<file path="src/rtl/mips_pkg.sv">
// Shared fetch-path types and constants for the single-cycle MIPS core.
// Imported by the fetch controller and its prefetch queue.
package mips_pkg;

  localparam logic [31:0] OPCODE_NOP_HALT  = 32'h0000_0000;
  localparam logic [31:0] PC_STEP          = 32'd4;
  localparam logic [31:0] RESET_PC_DEFAULT = 32'h0000_0000;

  typedef struct packed {
    logic [31:0] instr;
    logic [31:0] pc;
  } fetch_entry_t;

  typedef enum logic {
    ST_RUN  = 1'b0,
    ST_HALT = 1'b1
  } fetch_state_t;

endpackage

</file>
<file path="src/rtl/fetch_queue.sv">
// Synchronous prefetch FIFO of fetch_entry_t; the head is read straight
// from registered storage and forced to zero while the queue is empty.
module fetch_queue
  import mips_pkg::*;
#(
  parameter int DEPTH = 2
) (
  input  logic                       clk,
  input  logic                       reset,
  input  logic                       push,
  input  fetch_entry_t               push_data,
  input  logic                       pop,
  input  logic                       flush,
  output fetch_entry_t               head,
  output logic                       full,
  output logic                       empty,
  output logic [$clog2(DEPTH):0]     count
);

  localparam int AW = $clog2(DEPTH);
  localparam logic [AW:0] FULL_CNT = (AW + 1)'(DEPTH);

  fetch_entry_t  mem_reg [DEPTH];
  logic [AW-1:0] rd_ptr_reg;
  logic [AW-1:0] wr_ptr_reg;
  logic [AW:0]   count_reg;

  always_ff @(posedge clk) begin
    if (push) begin
      mem_reg[wr_ptr_reg] <= push_data;
    end
  end

  // Flush wins over push/pop: a redirect discards everything still queued.
  always_ff @(posedge clk) begin
    if (reset || flush) begin
      rd_ptr_reg <= '0;
      wr_ptr_reg <= '0;
      count_reg  <= '0;
    end else begin
      if (push) wr_ptr_reg <= wr_ptr_reg + 1'b1;
      if (pop)  rd_ptr_reg <= rd_ptr_reg + 1'b1;
      case ({push, pop})
        2'b10:   count_reg <= count_reg + 1'b1;
        2'b01:   count_reg <= count_reg - 1'b1;
        default: count_reg <= count_reg;
      endcase
    end
  end

  assign empty = (count_reg == '0);
  assign full  = (count_reg == FULL_CNT);
  assign count = count_reg;
  assign head  = empty ? '0 : mem_reg[rd_ptr_reg];

endmodule

</file>
<file path="src/rtl/fetch_ctrl.sv">
// Instruction-fetch sequencer: owns the PC, fills the prefetch queue from
// the combinational instruction memory and halts on an all-zero word.
module fetch_ctrl
  import mips_pkg::*;
#(
  parameter logic [31:0] RESET_PC = RESET_PC_DEFAULT,
  parameter int          DEPTH    = 2
) (
  input  logic        clk,
  input  logic        reset,
  output logic [31:0] imem_addr,
  input  logic [31:0] imem_data,
  input  logic        redirect_valid,
  input  logic [31:0] redirect_pc,
  output logic        instr_valid,
  output logic [31:0] instr,
  output logic [31:0] instr_pc,
  input  logic        instr_ready,
  output logic        halted
);

  localparam int AW = $clog2(DEPTH);

  fetch_state_t state_reg, state_next;
  logic [31:0]  pc_reg, pc_next;
  logic         q_push, q_pop, q_full, q_empty;
  logic         fetch_en;
  logic [AW:0]  count_unused;
  fetch_entry_t head, push_entry;

  assign q_pop    = instr_valid & instr_ready;
  assign fetch_en = (state_reg == ST_RUN) & ~redirect_valid & (~q_full | q_pop);
  assign q_push   = fetch_en & (imem_data != OPCODE_NOP_HALT);

  assign push_entry.instr = imem_data;
  assign push_entry.pc    = pc_reg;

  always_ff @(posedge clk) begin
    if (reset) begin
      state_reg <= ST_RUN;
      pc_reg    <= RESET_PC;
    end else begin
      state_reg <= state_next;
      pc_reg    <= pc_next;
    end
  end

  always_comb begin
    state_next = state_reg;
    pc_next    = pc_reg;
    if (redirect_valid) begin
      state_next = ST_RUN;
      pc_next    = {redirect_pc[31:2], 2'b00};
    end else if (fetch_en) begin
      // A zero word marks unmapped memory: stop fetching and hold the PC.
      if (imem_data == OPCODE_NOP_HALT) begin
        state_next = ST_HALT;
      end else begin
        pc_next = pc_reg + PC_STEP;
      end
    end
  end

  fetch_queue #(
    .DEPTH(DEPTH)
  ) u_queue (
    .clk      (clk),
    .reset    (reset),
    .push     (q_push),
    .push_data(push_entry),
    .pop      (q_pop),
    .flush    (redirect_valid),
    .head     (head),
    .full     (q_full),
    .empty    (q_empty),
    .count    (count_unused)
  );

  assign imem_addr   = pc_reg;
  assign instr_valid = ~q_empty;
  assign instr       = head.instr;
  assign instr_pc    = head.pc;
  assign halted      = (state_reg == ST_HALT);

endmodule

</file>
<file path="config.mk">
export PLATFORM = sky130hd
export DESIGN_NAME = fetch_ctrl
export DESIGN_NICKNAME = d
export VERILOG_FILES = /design/src/rtl/mips_pkg.sv /design/src/rtl/fetch_queue.sv /design/src/rtl/fetch_ctrl.sv
export SDC_FILE = /design/constraint.sdc
export NUM_CORES = 1
export LEC_CHECK = 0
export CAP_MARGIN = 20
export CORE_UTILIZATION = 40
export DETAILED_ROUTE_END_ITERATION = 8
export GPL_TIMING_DRIVEN = 0
export HOLD_SLACK_MARGIN = 0.03
export PLACE_DENSITY_LB_ADDON = 0.1
export SLEW_MARGIN = 5
export SYNTH_ARGS = -nofsm -noshare
export SYNTH_HDL_FRONTEND = slang
export SYNTH_SLANG_ARGS = --single-unit
</file>
<file path="constraint.sdc">
create_clock -name clk -period 10.6 [get_ports clk]
set_clock_uncertainty 0.05 [all_clocks]
set_input_delay 1.59 -clock clk [delete_from_list [all_inputs] [get_ports clk]]
set_output_delay 1.59 -clock clk [all_outputs]
set_load 0.02 [all_outputs]
</file>
==> metrics.md <==
| Metric | Value |
|---|---|
| Drt wl/cell | 18.1 µm |
| Root Buffer | clkbuf_16 |
| Final min period | roughly 4.4 ns |
| Vias in the first global route | slightly above 5k |
| Initial antenna violation count | 0 |
| Port Buf Inserts | roughly 160 |
| Grt total ovfl | 0 |
| Antenna viol nets, final | 0 |
| Slew Limit Fails | 0 |
| Final setup violation count | 0 |
| Worst Path Required | 8.96 ns |
| RSZ-0062 raised after global routing | no |
| Met1 usage | a little over a quarter |
| Final Hold Fails | 0 |
| Run status | complete, no violations |
| Async SR Flop Fraction | 0% |
| Fin nets | between 700 and 800 |
| Synth cell types | slightly below 60 |
| Clock transition at path regs | ~0.06 ns |
| Starting density of the core | a little over 40% |
| Period utilization | around two fifths |
| M2 GR Usage | 33.7% |
| Power share of the combinational group | approximately 11% |
| Net Switching | between 0.3 and 0.4 mW |
| Critical Path Source Type | flop |
| Area grow syn2layout | 37.9% |
| Number of synthesized flops with an enable pin | between 100 and 150 |
| Sequential power share | around 47% |
| Final std cells w/o fill | 956 |
| Most frequent cells in the layout | clkdlybuf4s50_1 (158), edfxtp_1 (124), nor2_1 (84), mux2i_1 (65), dfxtp_1 (36) |
| Pin count of the biggest net entering global routing | 27 |
| Worst-skew pair later-pin latency | about 0.42 ns |
| First-pass GRT wire length | 27.3 mm |
| IO Pins | approximately 170 |
| Crit Path Max Fanout | 10 |
| Post-cts gate resize count | 0 |
| Global routing's busiest layer | met2 |
| Crit end category | output port |
| Setup bufs post-CTS | 0 |
| Slew of the pin with the lowest slew margin | approximately 0.84 ns |
| Die height | 133 µm |
| WHS Endpoint | u_queue.mem_reg[0][31] |
| Placed cells | roughly 920 |
| Placed Area | 8840 µm² |
| Met3 Usage GRT | 4.21% |
| DRC errors left | 0 |
| Leak pwr | about 3.1 nW |
| Final Power | between 1.5 and 2 mW |
| CORE AREA | ~17000 µm² |
| Clock Power Share | roughly two fifths |
| Row count | 47 |
| Worst relative slew slack | approximately 44% |
| Avg Cell Area, Syn | about 13 µm² |
| Overall Global Routing Usage | 20.6% |
| Die Wd | approximately 130 µm |
| Max_cap viols | 0 |
| H-tree depth | 4 |
| Vias per cell | ~5.3 |
| Sw Ratio | 22.8% |
| Routed WL | about 17 mm |
| Post-route cell area | 9480 µm² |
| Sequential fraction of the synthesis area | 64.7% |
| Routability cong. | a little under 0.9 |
| Clk sinks | 160 |
| Synth Cell Area | 6870 µm² |
| Reg2reg path depth | 5 |
| Iter 0 DRT Violations | between 300 and 400 |
| Hold buffer count at CTS | 0 |
| R2R Path End | imem_addr[24] |
| Worst EP arrival | 2.74 ns |
| CTS Buf Count | 17 |
| Setup slack, reg-to-reg | slightly above 8 ns |
| TNS Setup | 0 ns |
| DIE AREA | 17700 µm² |
| Min-Delay Path Depth | 0 |
| Hold_sp | imem_addr[31] |
| HPWL after DPL | roughly 12 mm |
| Drt first pass iters | 5 |
| Max reg flops | 124 |
| Yosys warning count | 0 |
| R2R Path Start | imem_addr[7] |
| Longest Clk Path Bufs | 2 |
| Maximum VDD drop | between 100 and 150 µV |
| Leading cell type in the layout, fill and taps excluded | clkdlybuf4s50_1 |
| Power Dens Cells | ~170 nW/µm² |
| CTS tree | built |
| Fmax | roughly 230 MHz |
| Share of layout cells above drive strength 1 | ~7.3% |
| Vias | between 5k and 6k |
| WS Path Type | reg -> out |
| Int Power | 1.22 mW |
| Worst hold path type | reg -> reg |
| Diode count | 0 |
| Ys flop type | edfxtp_1 |
| Flops & latches, synth | 160 |
| Cells after synthesis | approximately 540 |
how the worst max path moves through the flow:
stage	start	endpoint	slack (ns)	cells after the start
3_5_place_dp	imem_data[0]	u_queue.mem_reg[0][39]	5.96	8
2_1_floorplan	redirect_valid	u_queue.mem_reg[0][10]	5.26	4
5_1_grt	flop	instr_pc[29]	5.99	5
3_3_place_gp	imem_data[0]	u_queue.mem_reg[0][31]	3.02	6
6_report	flop	instr[22]	6.22	5
4_1_cts	flop	instr[22]	6.13	5
critical path, stage by stage (launching register included):
cell             delay, ns
dfxtp_1               0.30
clkbuf_1              0.41
clkbuf_1              0.61
mux2i_1               0.19
nor2_1                0.17
clkdlybuf4s50_1       0.62
layout make-up:
class	instances	area (µm²)
Buffer	34	176
Clock buffer	19	433
Inverter	11	41.3
Clock inverter	13	209
Fill cell	1438	7220
Multi-Input combinational cell	337	2240
Timing Repair Buffer	162	1660
Sequential cell	160	4440
Tap cell	220	275
per-layer routing:
| metal | vias up | part of all wire [%] |
|---|---|---|
| li1 | 2423 | - |
| met5 | - | 0 |
| met1 | 2434 | 44 |
| met4 | 0 | 1.8 |
| met2 | 186 | 49 |
| met3 | 22 | 5.4 |
Yosys cell counts, types with 3 or more instances:
cell	instances	area share, %
a2111oi_0	3	0.38
a211oi_1	5	0.55
a21oi_1	5	0.36
a311oi_1	8	1.0
a31oi_1	9	0.82
and3_1	3	0.27
and4_1	3	0.38
buf_1	4	0.22
buf_2	5	0.36
buf_4	4	0.44
clkbuf_1	17	0.93
dfxtp_1	36	10
edfxtp_1	124	54
inv_1	11	0.60
mux2i_1	65	9.5
nand2_1	23	1.3
nand3_1	14	1.0
nand4_1	8	0.73
nor2_1	86	4.7
nor3_1	12	0.87
nor3b_1	3	0.33
nor4_1	11	1.0
o2111ai_1	5	0.64
o211ai_1	8	0.87
o21ai_0	4	0.29
o31ai_1	4	0.44
or3_1	7	0.64
or4_1	8	0.87
xnor2_1	5	0.64
xor2_1	3	0.38
through the flow:
stage / setup WS [ns] / utilization, % / hold slack, ns
2_1_floorplan: 5.26 / - / 0.470
3_3_place_gp: 3.02 / 52.3 / 0.463
3_5_place_dp: 5.96 / 52.9 / 0.476
4_1_cts: 6.13 / 56.8 / 0.478
5_1_grt: 5.99 / 56.8 / 0.501
6_report: 6.22 / 56.8 / 0.482
cell families (layout without fill, tap and decap cells):
logic type,after synthesis,after routing,share of synthesized area [%]
and+or+nand+nor,188,188,13.5
DFF,160,160,64.7
AOI/OAI and AO/OA,69,69,7.56
xor gates and xnor gates,8,8,1.02
other,1,4,0.0546
buffers and inverters,45,239,3.17
adders and majority gates,2,2,0.364
muxes,66,66,9.63
power groups by stage:
| stage | clock network, mW | registers [mW] | logic (mW) |
|---|---|---|---|
| global route | 0.700 | 0.740 | 0.194 |
| detailed placement | 0 | 0.750 | 0.181 |
| floorplan | 0 | 0.753 | 0.0781 |
| CTS | 0.674 | 0.736 | 0.182 |
| finish | 0.661 | 0.736 | 0.179 |
| global placement | 0 | 0.751 | 0.174 |
No activity file was read; power rests on OpenSTA's default activity.
